==> config.mk <==
export PLATFORM = sky130hd
export DESIGN_NAME = framebuffer_scanner
export DESIGN_NICKNAME = d
export VERILOG_FILES = /design/src/rtl/vga_pkg.sv /design/src/rtl/vga_timing.sv /design/src/rtl/framebuffer_scanner.sv
export SDC_FILE = /design/constraint.sdc
export NUM_CORES = 2
export LEC_CHECK = 0
export CAP_MARGIN = 40
export CORE_UTILIZATION = 25
export DETAILED_ROUTE_END_ITERATION = 7
export PLACE_DENSITY = 0.52
export SYNTH_ARGS = -nofsm -noshare
export SYNTH_HDL_FRONTEND = slang
export SYNTH_HIERARCHICAL = 1
export SYNTH_SLANG_ARGS = --single-unit
export TNS_END_PERCENT = 50
==> constraint.sdc <==
create_clock -name clock -period 37.5 [get_ports clock]
set_input_delay 5.625 -clock clock [delete_from_list [all_inputs] [get_ports clock]]
set_output_delay 5.625 -clock clock [all_outputs]
set_load 0.02 [all_outputs]
==> src/rtl/vga_pkg.sv <==
// Shared VGA timing, framebuffer geometry and colour constants
// for the framebuffer scanner.
package vga_pkg;

  localparam int VGA_H_VISIBLE = 640;
  localparam int VGA_H_FRONT   = 16;
  localparam int VGA_H_SYNC    = 96;
  localparam int VGA_H_BACK    = 48;
  localparam int VGA_V_VISIBLE = 480;
  localparam int VGA_V_FRONT   = 10;
  localparam int VGA_V_SYNC    = 2;
  localparam int VGA_V_BACK    = 33;
  localparam int VGA_CELL_SHIFT = 4;

  localparam int FB_COLS = 40;
  localparam int FB_ROWS = 30;
  localparam int FB_BITS = 1200;

  typedef logic [11:0] rgb444_t;
  typedef logic [9:0]  cnt_t;

  localparam rgb444_t ON_COLOR   = 12'hFFF;
  localparam rgb444_t OFF_COLOR  = 12'h000;
  localparam rgb444_t GRID_COLOR = 12'h333;

endpackage

==> src/rtl/vga_timing.sv <==
// Pixel enable, raster counters, sync decode and frame strobes
// for the framebuffer scanner.
module vga_timing
  import vga_pkg::*;
#(
  parameter int H_VISIBLE = VGA_H_VISIBLE,
  parameter int H_FRONT   = VGA_H_FRONT,
  parameter int H_SYNC    = VGA_H_SYNC,
  parameter int H_BACK    = VGA_H_BACK,
  parameter int V_VISIBLE = VGA_V_VISIBLE,
  parameter int V_FRONT   = VGA_V_FRONT,
  parameter int V_SYNC    = VGA_V_SYNC,
  parameter int V_BACK    = VGA_V_BACK
) (
  input  logic clock,
  input  logic reset,
  output logic pix_en,
  output cnt_t h_count,
  output cnt_t v_count,
  output logic hs_n,
  output logic vs_n,
  output logic frame_end,
  output logic frame_start
);

  localparam cnt_t H_LAST =
    cnt_t'(H_VISIBLE + H_FRONT + H_SYNC + H_BACK - 1);
  localparam cnt_t V_LAST =
    cnt_t'(V_VISIBLE + V_FRONT + V_SYNC + V_BACK - 1);
  localparam cnt_t HS_LO = cnt_t'(H_VISIBLE + H_FRONT);
  localparam cnt_t HS_HI = cnt_t'(H_VISIBLE + H_FRONT + H_SYNC - 1);
  localparam cnt_t VS_LO = cnt_t'(V_VISIBLE + V_FRONT);
  localparam cnt_t VS_HI = cnt_t'(V_VISIBLE + V_FRONT + V_SYNC - 1);

  logic pix_en_q, pix_en_d;
  cnt_t h_q, h_d;
  cnt_t v_q, v_d;

  always_ff @(posedge clock or posedge reset) begin
    if (reset) begin
      pix_en_q <= 1'b0;
      h_q      <= '0;
      v_q      <= '0;
    end else begin
      pix_en_q <= pix_en_d;
      h_q      <= h_d;
      v_q      <= v_d;
    end
  end

  always_comb begin
    pix_en_d = ~pix_en_q;
    h_d      = h_q;
    v_d      = v_q;
    if (pix_en_q) begin
      if (h_q == H_LAST) begin
        h_d = '0;
        v_d = (v_q == V_LAST) ? '0 : v_q + 1'b1;
      end else begin
        h_d = h_q + 1'b1;
      end
    end
  end

  assign pix_en  = pix_en_q;
  assign h_count = h_q;
  assign v_count = v_q;

  assign hs_n = !((h_q >= HS_LO) && (h_q <= HS_HI));
  assign vs_n = !((v_q >= VS_LO) && (v_q <= VS_HI));

  assign frame_end =
    pix_en_q && (h_q == H_LAST) && (v_q == V_LAST);
  assign frame_start =
    pix_en_q && (h_q == '0) && (v_q == '0);

endmodule

==> src/rtl/framebuffer_scanner.sv <==
// Snapshots the cell framebuffer per frame and scans it to VGA.
// FRAMEBUFFER_SCANNER_GRID_EN draws a grid over clear cells.
module framebuffer_scanner
  import vga_pkg::*;
#(
  parameter int H_VISIBLE  = VGA_H_VISIBLE,
  parameter int H_FRONT    = VGA_H_FRONT,
  parameter int H_SYNC     = VGA_H_SYNC,
  parameter int H_BACK     = VGA_H_BACK,
  parameter int V_VISIBLE  = VGA_V_VISIBLE,
  parameter int V_FRONT    = VGA_V_FRONT,
  parameter int V_SYNC     = VGA_V_SYNC,
  parameter int V_BACK     = VGA_V_BACK,
  parameter int CELL_SHIFT = VGA_CELL_SHIFT
) (
  input  logic               clock,
  input  logic               reset,
  input  logic [FB_BITS-1:0] framebuffer,
  output logic               vga_hs,
  output logic               vga_vs,
  output logic [3:0]         vga_r,
  output logic [3:0]         vga_g,
  output logic [3:0]         vga_b,
  output logic               frame_start
);

  localparam cnt_t H_VIS = cnt_t'(H_VISIBLE);
  localparam cnt_t V_VIS = cnt_t'(V_VISIBLE);
`ifdef FRAMEBUFFER_SCANNER_GRID_EN
  localparam cnt_t CELL_MASK = cnt_t'((1 << CELL_SHIFT) - 1);
`endif

  logic pix_en;
  logic hs_n;
  logic vs_n;
  logic frame_end;
  cnt_t h_count;
  cnt_t v_count;

  vga_timing #(
    .H_VISIBLE (H_VISIBLE),
    .H_FRONT   (H_FRONT),
    .H_SYNC    (H_SYNC),
    .H_BACK    (H_BACK),
    .V_VISIBLE (V_VISIBLE),
    .V_FRONT   (V_FRONT),
    .V_SYNC    (V_SYNC),
    .V_BACK    (V_BACK)
  ) u_timing (
    .clock       (clock),
    .reset       (reset),
    .pix_en      (pix_en),
    .h_count     (h_count),
    .v_count     (v_count),
    .hs_n        (hs_n),
    .vs_n        (vs_n),
    .frame_end   (frame_end),
    .frame_start (frame_start)
  );

  logic [FB_BITS-1:0] snapshot_q, snapshot_d;
  logic               hs_q, hs_d;
  logic               vs_q, vs_d;
  rgb444_t            rgb_q, rgb_d;

  logic       visible;
  logic [10:0] row;
  logic [10:0] col;
  logic [10:0] idx;
  rgb444_t    cell_rgb;

  always_comb begin
    visible  = (h_count < H_VIS) && (v_count < V_VIS);
    row      = 11'(v_count >> CELL_SHIFT);
    col      = 11'(h_count >> CELL_SHIFT);
    idx      = row * 11'(FB_COLS) + col;
    cell_rgb = snapshot_q[idx] ? ON_COLOR : OFF_COLOR;
`ifdef FRAMEBUFFER_SCANNER_GRID_EN
    if (!snapshot_q[idx] &&
        (((h_count & CELL_MASK) == '0) ||
         ((v_count & CELL_MASK) == '0)))
      cell_rgb = GRID_COLOR;
`endif
  end

  // Sync and colour share one register stage so they stay aligned.
  always_comb begin
    snapshot_d = frame_end ? framebuffer : snapshot_q;
    hs_d       = hs_q;
    vs_d       = vs_q;
    rgb_d      = rgb_q;
    if (pix_en) begin
      hs_d  = hs_n;
      vs_d  = vs_n;
      rgb_d = visible ? cell_rgb : '0;
    end
  end

  always_ff @(posedge clock or posedge reset) begin
    if (reset) begin
      snapshot_q <= '0;
      hs_q       <= 1'b1;
      vs_q       <= 1'b1;
      rgb_q      <= '0;
    end else begin
      snapshot_q <= snapshot_d;
      hs_q       <= hs_d;
      vs_q       <= vs_d;
      rgb_q      <= rgb_d;
    end
  end

  assign vga_hs = hs_q;
  assign vga_vs = vs_q;
  assign vga_r  = rgb_q[11:8];
  assign vga_g  = rgb_q[7:4];
  assign vga_b  = rgb_q[3:0];

endmodule

==> impl_results.md <==
- Outcome: completed
- Critical path data arrival time: 3.45 ns
- P_leak: 34.5 nW
- Flops & latches, synth: 1224
- Synth Area in XOR/XNOR: 0.346%
- Post-Route WL: 223 mm
- Core Box Area: 221000 um^2
- Final worst path period share: 24.2%
- Max-cap violations: 0
- DP Area: 71600 um^2
- Area Growth Syn to Fin: 38.1%
- GRT overflow: 0
- Global Route Usage Sum: 19.6%
- Port bufs: 1216
- Synth Area in Compound Gates: 1.99%
- Detail Placement HPWL: 169 mm
- Die X: 474 um
- CTS buffer count: 149
- Clock root buffer: clkbuf_16
- Measured slew at the worst slew-check pin: 1.44 ns
- CP Capture Type: output pin
- Vias in the first global route: 39000
- Synth top area cells: dfrtp_1, mux2_2, mux4_2
- CTS resizes: 0
- Post-CTS setup repair buffer count: 0
- Vias: 36000
- Initial antenna violation count: 103
- Min Tclk post-route: 9.07 ns
- Async SR Flop Fraction: 100%
- Layout cells sized above 1: 39.1%
- Yosys top cell by area: dfrtp_1
- Htree depth: 4
- Max Clock Freq: 110 MHz
- DRC errors left: 0
- Pwr dens: 39.3 nW/um^2
- Clock Skew: 0.0315 ns
- Mux share of post-synthesis cell area: 38.2%
- Adder-Cell Fraction of Synth Area: 0.431%
- Netlist Area Pre-Place: 55700 um^2
- # IOs: 1217
- Largest family of logic cells by synthesized area: multiplexers
- Cells on worst reg2reg path: 12
- Post-Syn Nets: 4680
- Worst Path Max Fanout: 46
- Crit path kind: flip-flop to output pin
- # rows: 172
- Yosys cell types: 64
- Global-route wire length before repair: 309 mm
- # fillers: 21300
- Tightest Hold Check Type: flip-flop to flip-flop
- Ys Warns: 6
- Seq/Total Area, Yosys: 55.0%
- CTS tree: yes
- Final Total Pwr: 3.02 mW
- Worst-Skew Late Latency: 0.79 ns
- Most frequent cell after synthesis: dfrtp_1
- Slew Limit Fails: 0
- Worst hold stages: 1
- Die Y: 474 um
- Final Cell Area: 76900 um^2
- Nets: 5885
- RePlAce Congestion: 0.818
- # setup viols final: 0
- Synth top cells by count: dfrtp_1, mux2_2, mux4_2
- Synth Instances: 3460
- Unrepaired setup endpoints after global routing: false
- Number of synthesized flops with an enable pin: 0
- Mapped Avg Cell Area: 16.1 um^2
- Vias per cell: 4.63
- Slew HR: 4.16%
- Startpoint Class: flip-flop
- CTS Sinks: 1224
- Top FF cell, synth: dfrtp_1
- Clock buffer depth: 3
- Area share of the largest cell type after synthesis: 54.9%
- Setup TNS: 0 ns
- Worst VDD drop: 0.0394 mV
- Initial Utilization: 25.2%
- Cts hold-fix bufs: 0
- ANT nets after route: 0
- First DRT Iteration DRCs: 1902
- Synth Area in Simple Gates: 1.64%
- WP data required: 31.87 ns
- Hold Fails Final Rpt: 0
- Largest net degree at the start of global routing: 185
- Drt wl/cell: 28.7 um
- DRT Pass-1 Iters: 5
- Die Area: 225000 um^2
- Clk slew on worst S/H paths: 0.06 ns
[worst max-delay path, cell delays in order, from the launching register on]
cell,delay (ns)
dfrtp_4,0.78
or4b_4,0.66
nor3_1,0.44
clkdlybuf4s50_1,0.78
[layout by cell type, fill, tap and decap left out, drive strengths merged, types with 24 or more instances in the layout]
master	Yosys	routed
a21oi	25	25
a22oi	42	42
buf	96	89
clkbuf	155	212
clkdlybuf4s50	0	1216
clkinv	0	30
dfrtp	1222	1222
diode	0	43
inv	18	24
mux2	1206	1206
mux2i	78	78
mux4	308	308
nand2	40	40
nand3	25	25
nor2	34	34
[kinds of logic after synthesis]
group / Yosys count
AOI/OAI and AO/OA: 156
xor gates and xnor gates: 22
adders and majority gates: 18
buffers and inverters: 269
DFF: 1224
muxes: 1592
and+or+nand+nor: 179
[where the power goes]
group	switching [mW]	internal [mW]	leakage, nW	total (mW)
clock	0.602	0.933	2.57	1.53
sequential	0	1.32	17.1	1.32
combinational	0.0518	0.112	14.8	0.164
total	0.654	2.37	34.5	3.02
[area by class of cell]
| type | instances | area [um^2] | share of cell area [%] |
|---|---|---|---|
| Timing Repair Buffer | 1305 | 13300 | 17.3 |
| Sequential cell | 1224 | 30600 | 39.9 |
| Tap cell | 2958 | 3700 | 4.81 |
| Inverter | 18 | 71.3 | 0.0928 |
| Clock buffer | 212 | 4430 | 5.76 |
| Multi-Input combinational cell | 1967 | 23900 | 31.0 |
| Clock inverter | 54 | 759 | 0.988 |
| Antenna cell | 43 | 108 | 0.140 |
[registers in the layout, summed over array words and instances, names as in the netlist]
name and cells:
u_timing/pix_en 1, u_timing/v_count 10, u_timing/h_count 10, snapshot_q 1200, vga_vs 1, vga_hs 1, rgb_q 1
[path summary, 6_finish.rpt]
path                                           from               end  slack (ns)
worst max-delay path            u_timing/h_count[5]       frame_start       28.43
worst min-delay path               snapshot_q[1022]  snapshot_q[1022]        0.50
worst max register to register  u_timing/h_count[5]         rgb_q[10]       31.75
worst min register to register     snapshot_q[1022]  snapshot_q[1022]        0.50
max in group asynchronous                     reset  snapshot_q[1008]       29.03
min in group asynchronous                     reset   snapshot_q[531]        5.27
[metal layers]
metal / share of wire [%] / global-route usage (%)
met1: 41 / 24.3
met2: 49 / 32.8
met3: 8.1 / 6.67
met4: 1.8 / 4.50
met5: 0.28 / 0
[metrics by stage]
stage / hold WS [ns] / setup WS, ns / utilization, % / std cells
after detailed placement: 0.490 / 28.21 / 32.5 / 7472
after global routing: 0.511 / 28.27 / 34.8 / 7753
after CTS: 0.502 / 28.23 / 34.8 / 7738
final: 0.500 / 28.43 / 34.9 / 7781
after floorplan: 0.475 / 15.26 / - / 3460
after global placement: 0.483 / 27.60 / 32.2 / 7448
Note: power is estimated with default switching activity, not from simulation.
